File: src/rtl/seq_detector_pkg.sv
// rtl/seq_detector_pkg.sv - shared types, widths and helpers for the sequence detector controller
package seq_detector_pkg;

    // Burst geometry: NIBBLES data beats of DATA_W bits each, carried in one SEQ word.
    localparam int NIBBLES = 4;
    localparam int MODE_W  = 2;
    localparam int DATA_W  = 4;
    localparam int SEQ_W   = NIBBLES * DATA_W;

    typedef enum logic [1:0] {
        ST_IDLE   = 2'd0,
        ST_SETUP  = 2'd1,
        ST_STREAM = 2'd2,
        ST_GAP    = 2'd3
    } state_e;

    // Nibble 0 sits in the least significant bits and goes out first.
    function automatic logic [DATA_W-1:0] nibble_sel(input logic [SEQ_W-1:0] seq,
                                                     input logic [1:0]       idx);
        logic [DATA_W-1:0] nib;
        case (idx)
            2'd0:    nib = seq[3:0];
            2'd1:    nib = seq[7:4];
            2'd2:    nib = seq[11:8];
            default: nib = seq[15:12];
        endcase
        return nib;
    endfunction

endpackage

File: src/rtl/seq_rr_arb.sv
// rtl/seq_rr_arb.sv - two-way round-robin arbiter with a last-served pointer
//
// Ports:
//   clk, rst  - clock and synchronous active-high reset
//   req[1:0]  - request vector
//   advance   - arbitration is live this cycle; pointer moves when a grant is taken
//   grant[1:0]- one-hot grant (all zero when no request), combinational
module seq_rr_arb (
    input  logic       clk,
    input  logic       rst,
    input  logic [1:0] req,
    input  logic       advance,
    output logic [1:0] grant
);

    // last_q = index of the requester served most recently. Resetting it to 1
    // makes requester 0 the winner of the first contention.
    logic last_q;
    logic last_d;

    always_comb begin
        grant = 2'b00;
        case (req)
            2'b01:   grant = 2'b01;
            2'b10:   grant = 2'b10;
            2'b11:   grant = last_q ? 2'b01 : 2'b10;
            default: grant = 2'b00;
        endcase
    end

    always_comb begin
        last_d = last_q;
        if (advance && (req != 2'b00)) begin
            last_d = grant[1];
        end
    end

    always_ff @(posedge clk) begin
        if (rst) begin
            last_q <= 1'b1;
        end else begin
            last_q <= last_d;
        end
    end

endmodule

File: src/rtl/seq_detector_ctrl.sv
// rtl/seq_detector_ctrl.sv - arbitrates two requesters and streams their 4-nibble bursts to a detector
//
// Ports:
//   SYSCLK, RST         - clock and synchronous active-high reset
//   REQ0/REQ1           - requests, held until the matching GNT
//   MODE0/MODE1         - detector mode per requester, latched at grant
//   SEQ0/SEQ1           - four nibbles per requester, [3:0] first, latched at grant
//   GNT0/GNT1           - one-cycle pulse, coincident with SETUP
//   DONE0/DONE1         - one-cycle pulse on the cycle after the last STREAM beat
//   BUSY                - high in every state but IDLE
//   IN_VALID/MODE/DATA_IN - registered detector drive
module seq_detector_ctrl
    import seq_detector_pkg::*;
#(
    parameter int GAP_CYCLES = 2
) (
    input  logic              SYSCLK,
    input  logic              RST,
    input  logic              REQ0,
    input  logic              REQ1,
    input  logic [MODE_W-1:0] MODE0,
    input  logic [MODE_W-1:0] MODE1,
    input  logic [SEQ_W-1:0]  SEQ0,
    input  logic [SEQ_W-1:0]  SEQ1,
    output logic              GNT0,
    output logic              GNT1,
    output logic              DONE0,
    output logic              DONE1,
    output logic              BUSY,
    output logic              IN_VALID,
    output logic [MODE_W-1:0] MODE,
    output logic [DATA_W-1:0] DATA_IN
);

    localparam logic [1:0] LAST_NIB = 2'(NIBBLES - 1);
    // GAP is entered with the counter preloaded to GAP_CYCLES-1 and left when it reads 0.
    localparam logic [3:0] GAP_LOAD = (GAP_CYCLES == 0) ? 4'd0 : 4'(GAP_CYCLES - 1);

    state_e             state_q,    state_d;
    logic [1:0]         nib_cnt_q,  nib_cnt_d;
    logic [3:0]         gap_cnt_q,  gap_cnt_d;
    logic [SEQ_W-1:0]   seq_q,      seq_d;
    logic [MODE_W-1:0]  mode_q,     mode_d;
    logic               owner_q,    owner_d;
    logic [1:0]         gnt_q,      gnt_d;
    logic [1:0]         done_q,     done_d;
    logic               in_valid_q, in_valid_d;
    logic [DATA_W-1:0]  data_in_q,  data_in_d;

    logic [1:0]         arb_grant;

    // Requests only matter while IDLE, so the arbiter pointer advances only there.
    seq_rr_arb u_arb (
        .clk     (SYSCLK),
        .rst     (RST),
        .req     ({REQ1, REQ0}),
        .advance (state_q == ST_IDLE),
        .grant   (arb_grant)
    );

    // Every output register is loaded from the next state so that the outputs
    // line up with the state they describe (e.g. GNT during SETUP).
    always_comb begin
        state_d    = state_q;
        nib_cnt_d  = nib_cnt_q;
        gap_cnt_d  = gap_cnt_q;
        seq_d      = seq_q;
        mode_d     = mode_q;
        owner_d    = owner_q;
        gnt_d      = 2'b00;
        done_d     = 2'b00;
        in_valid_d = 1'b0;
        data_in_d  = '0;

        case (state_q)
            ST_IDLE: begin
                if (arb_grant != 2'b00) begin
                    state_d = ST_SETUP;
                    gnt_d   = arb_grant;
                    owner_d = arb_grant[1];
                    seq_d   = arb_grant[1] ? SEQ1  : SEQ0;
                    mode_d  = arb_grant[1] ? MODE1 : MODE0;
                end
            end

            ST_SETUP: begin
                state_d    = ST_STREAM;
                nib_cnt_d  = 2'd0;
                in_valid_d = 1'b1;
                data_in_d  = nibble_sel(seq_q, 2'd0);
            end

            ST_STREAM: begin
                if (nib_cnt_q == LAST_NIB) begin
                    nib_cnt_d = 2'd0;
                    done_d    = owner_q ? 2'b10 : 2'b01;
                    if (GAP_CYCLES == 0) begin
                        state_d = ST_IDLE;
                    end else begin
                        state_d   = ST_GAP;
                        gap_cnt_d = GAP_LOAD;
                    end
                end else begin
                    nib_cnt_d  = nib_cnt_q + 2'd1;
                    in_valid_d = 1'b1;
                    data_in_d  = nibble_sel(seq_q, nib_cnt_q + 2'd1);
                end
            end

            ST_GAP: begin
                if (gap_cnt_q == 4'd0) begin
                    state_d = ST_IDLE;
                end else begin
                    gap_cnt_d = gap_cnt_q - 4'd1;
                end
            end

            default: begin
                state_d = ST_IDLE;
            end
        endcase
    end

    always_ff @(posedge SYSCLK) begin
        if (RST) begin
            state_q    <= ST_IDLE;
            nib_cnt_q  <= 2'd0;
            gap_cnt_q  <= 4'd0;
            seq_q      <= '0;
            mode_q     <= '0;
            owner_q    <= 1'b0;
            gnt_q      <= 2'b00;
            done_q     <= 2'b00;
            in_valid_q <= 1'b0;
            data_in_q  <= '0;
        end else begin
            state_q    <= state_d;
            nib_cnt_q  <= nib_cnt_d;
            gap_cnt_q  <= gap_cnt_d;
            seq_q      <= seq_d;
            mode_q     <= mode_d;
            owner_q    <= owner_d;
            gnt_q      <= gnt_d;
            done_q     <= done_d;
            in_valid_q <= in_valid_d;
            data_in_q  <= data_in_d;
        end
    end

    assign GNT0     = gnt_q[0];
    assign GNT1     = gnt_q[1];
    assign DONE0    = done_q[0];
    assign DONE1    = done_q[1];
    assign BUSY     = (state_q != ST_IDLE);
    assign IN_VALID = in_valid_q;
    assign MODE     = mode_q;
    assign DATA_IN  = data_in_q;

endmodule
File: config.mk
export PLATFORM = sky130hd
export DESIGN_NAME = seq_detector_ctrl
export DESIGN_NICKNAME = d
export VERILOG_FILES = /design/src/rtl/seq_detector_pkg.sv /design/src/rtl/seq_rr_arb.sv /design/src/rtl/seq_detector_ctrl.sv
export SDC_FILE = /design/constraint.sdc
export NUM_CORES = 1
export LEC_CHECK = 0
export ABC_AREA = 1
export BUFFER_PORTS_ARGS = -buffer_cell sky130_fd_sc_hd__buf_2
export CAP_MARGIN = 0
export CORE_ASPECT_RATIO = 0.9
export CORE_MARGIN = 5
export CORE_UTILIZATION = 35
export DETAILED_ROUTE_END_ITERATION = 10
export PLACE_DENSITY = 0.65
export SLEW_MARGIN = 10
export SYNTH_ARGS = -nofsm -noshare
export SYNTH_HDL_FRONTEND = slang
export SYNTH_HIERARCHICAL = 1
export SYNTH_SLANG_ARGS = --single-unit
File: constraint.sdc
create_clock -name SYSCLK -period 1.8 [get_ports SYSCLK]
set_input_delay 0.36 -clock SYSCLK [delete_from_list [all_inputs] [get_ports SYSCLK]]
set_output_delay 0.36 -clock SYSCLK [all_outputs]
set_load 0.02 [all_outputs]
==> results.cfg <==
[detailed_routing]
wl_um = 4010
antenna_left = 0
drt_pre_antenna_iters = 4
wl_per_cell_um = 11.8
vias = 1567
viasPerCell = 4.61
route.detailed.drc = 0
drt_iter0_markers = 105

[yosys]
synthesis.nets = 268
synthFlopType = dfxtp_1
synth_mux_area_share_pct = 9.80
ys_types = 27
syn_inst = 218
yosys.area.top_type = dfxtp_1
avgSynthCellArea_um2 = 8.44
synthesis.area_mm2 = 0.00184
synth_top_area_share_pct = 40.3
async_flop_share_pct = 0
synthAdderAreaFrac_pct = 6.80
yosysMostFrequentCell = dfxtp_1
yosys.area_share.simple_pct = 17.3
yosysSeqAreaShare_pct = 40.3
synth_edf_count = 0
synthTopCellsByArea = dfxtp_1 40%, mux2i_1 9.8%, ha_1 6.8%
synth_common_cells = 37 x dfxtp_1, 30 x nand2_1, 25 x inv_1, 22 x nand3_1, 20 x a21oi_1
ys_seq_elements = 37
synth_warnings = 6
yosys.area_share.xor_xnor_pct = 0
synth_top_family_by_area = simple AND/OR/NAND/NOR gates
synth-compound-area-share_pct = 17.0

[critical_path]
reg2reg_from = u_arb/last_q
crit_path_end = BUSY
cp-start-kind = flop
required_ns = 1.44
critical_path_class = flop to primary output
r2r_cells = 6
r2r_end = seq_q[5]
crit_start = state_q[0]
reg2reg_slack_ns = 0.28
cp.arrival_ns = 1.27
cp-end-kind = primary output
cp_max_fo = 5

[final_layout]
drive_gt1_share_pct = 28.9
fin_nets = 323
seqCellArea_um2 = 741
syn2layout_area_growth_pct = 21.4
multi_input_area_um2 = 936
fill_cells = 541
finish.utilization_pct = 43.3
antenna_cells = 0

[cts]
cts_htree_levels = 2
cts_hold_buf = 0
cts.clk_slew.worst_paths_ns = 0.07
insertion_delay_ns = 0.28
cts_tree = yes
cts_sinks = 37
numCtsBuffers = 5
clockBufferDepth = 2
postCtsSetupBuffers = 0
cts-resized-gates = 0
cts-root-buf = clkbuf_8

[pwr]
p_per_area_mw_per_mm2 = 1200
irDropWorstVdd_mv = 0.562
switching_share_pct = 36.8
leakage_nw = 1.01
p_int_mw = 1.69
clockPowerShare_pct = 21.2
seq_power_share_pct = 40.6
p_comb_share_pct = 38.2
netSwitchingPower_mw = 0.982

[sta]
whs_ns = 0.330
fmax_ghz = 0.612
fin_crit_sh_pct = 90.8
fin_ws_ns = 0.165
setup_violations = 0
tns_ns = 0
tightest_slew_ns = 0.309
finalHoldViolCount = 0
slew_headroom_pct = 79.4
period_minus_slack_ns = 1.63
finalMaxSlewViolations = 0
fin_skew_ns = 0.00651
rsz0062_at_grt = false

[global_routing]
grt_pass1_wl_um = 7040
grt_use_total_pct = 12.9
grt_max_degree = 22
grt-ovfl-total = 0
grt_antenna_before_repair = 0
grt_pass1_vias = 1542

[floorplan]
placeableCoreArea_mm2 = 0.00516
die_h_um = 78.8
ioPinCount = 52
initial_core_util_pct = 35.6
die_w_um = 86.4
die_area_mm2 = 0.00681
rows = 25

[place]
place_ws_ns = 0.0830
place_hpwl_um = 3080
place.gp.congestion = 0.862
io_buffer_count = 51

[flow_run]
max-cap-violations = 0

[hold_path]
hold_class = input port to flop

[status]
outcome = finished, final reports clean
logic make-up (layout without fill, tap and decap cells):
logic type,Yosys count,after routing
muxes,18,18
DFF,37,37
and+or+nand+nor,71,71
AOI/OAI and AO/OA,48,48
buffers and inverters,34,89
adders and majority gates,10,10
state kept, by name, indices dropped and copies added (netlist names):
signal        flops
MODE              2
seq_q            16
nib_cnt_q         2
state_q           2
gnt_q             2
done_q            2
u_arb/last_q      1
gap_cnt_q         4
DATA_IN           4
IN_VALID          1
owner_q           1
power by group through the flow:
stage | registers (mW) | clock network (mW) | logic [mW]
final | 1.08 | 0.566 | 1.02
after floorplan | 1.12 | 0 | 0.760
after CTS | 1.08 | 0.593 | 1.03
after global placement | 1.10 | 0 | 1.01
after global routing | 1.11 | 0.635 | 1.16
after detailed placement | 1.10 | 0 | 1.02
critical path, cell delays in order (launching register included):
cell,delay [ns]
dfxtp_1,0.36
inv_1,0.08
ha_1,0.28
inv_1,0.10
buf_2,0.16
worst min path at each step:
| stage | slack (ns) | endpoint | start | depth (start not counted) |
|---|---|---|---|---|
| after floorplan | 0.39 | done_q[0] | owner_q | 1 |
| after global placement | 0.41 | done_q[0] | owner_q | 1 |
| after detailed placement | 0.41 | done_q[0] | owner_q | 1 |
| after CTS | 0.32 | gap_cnt_q[1] | RST | 2 |
| after global routing | 0.32 | gap_cnt_q[1] | RST | 2 |
| final | 0.33 | gap_cnt_q[1] | RST | 2 |
placed cells by master, fill, tap and decap left out, types with 2 or more instances in the layout:
master	netlist	routed
o21ai_2	10	10
mux2i_1	18	18
dfxtp_1	37	37
nand3_1	22	22
nand2_1	30	30
o211ai_1	4	4
a21oi_1	20	20
inv_1	25	25
ha_1	10	10
buf_2	1	51
clkbuf_8	0	6
nand2_2	2	2
o22ai_1	8	8
buf_4	1	4
o21ai_0	4	4
nor2_1	11	11
layout make-up:
| type | instances | area share [%] |
|---|---|---|
| inverters | 27 | 4.54 |
| flip-flops and latches | 37 | 33.2 |
| clock buffers | 7 | 3.87 |
| multi-input cells | 147 | 41.9 |
| repair buffers | 55 | 12.8 |
| well taps | 67 | 3.75 |
metal layers:
layer  wire length, µm  global-route usage, %  vias to the layer above
li1                  -                      -                      843
met1              2020                   17.9                      675
met2              1660                   18.0                       44
met3               277                   4.36                        5
met4                51                   5.30                        0
met5                 0                      0                        -
stage by stage:
stage               std cells  area (µm²)  power [mW]
detailed placement        333        2150        2.12
global route              340        2230        2.90
global placement          333        2150        2.11
finish                    340        2230        2.67
CTS                       340        2230        2.70
floorplan                 218        1840        1.88
Note: power is estimated with default switching activity, not from simulation.
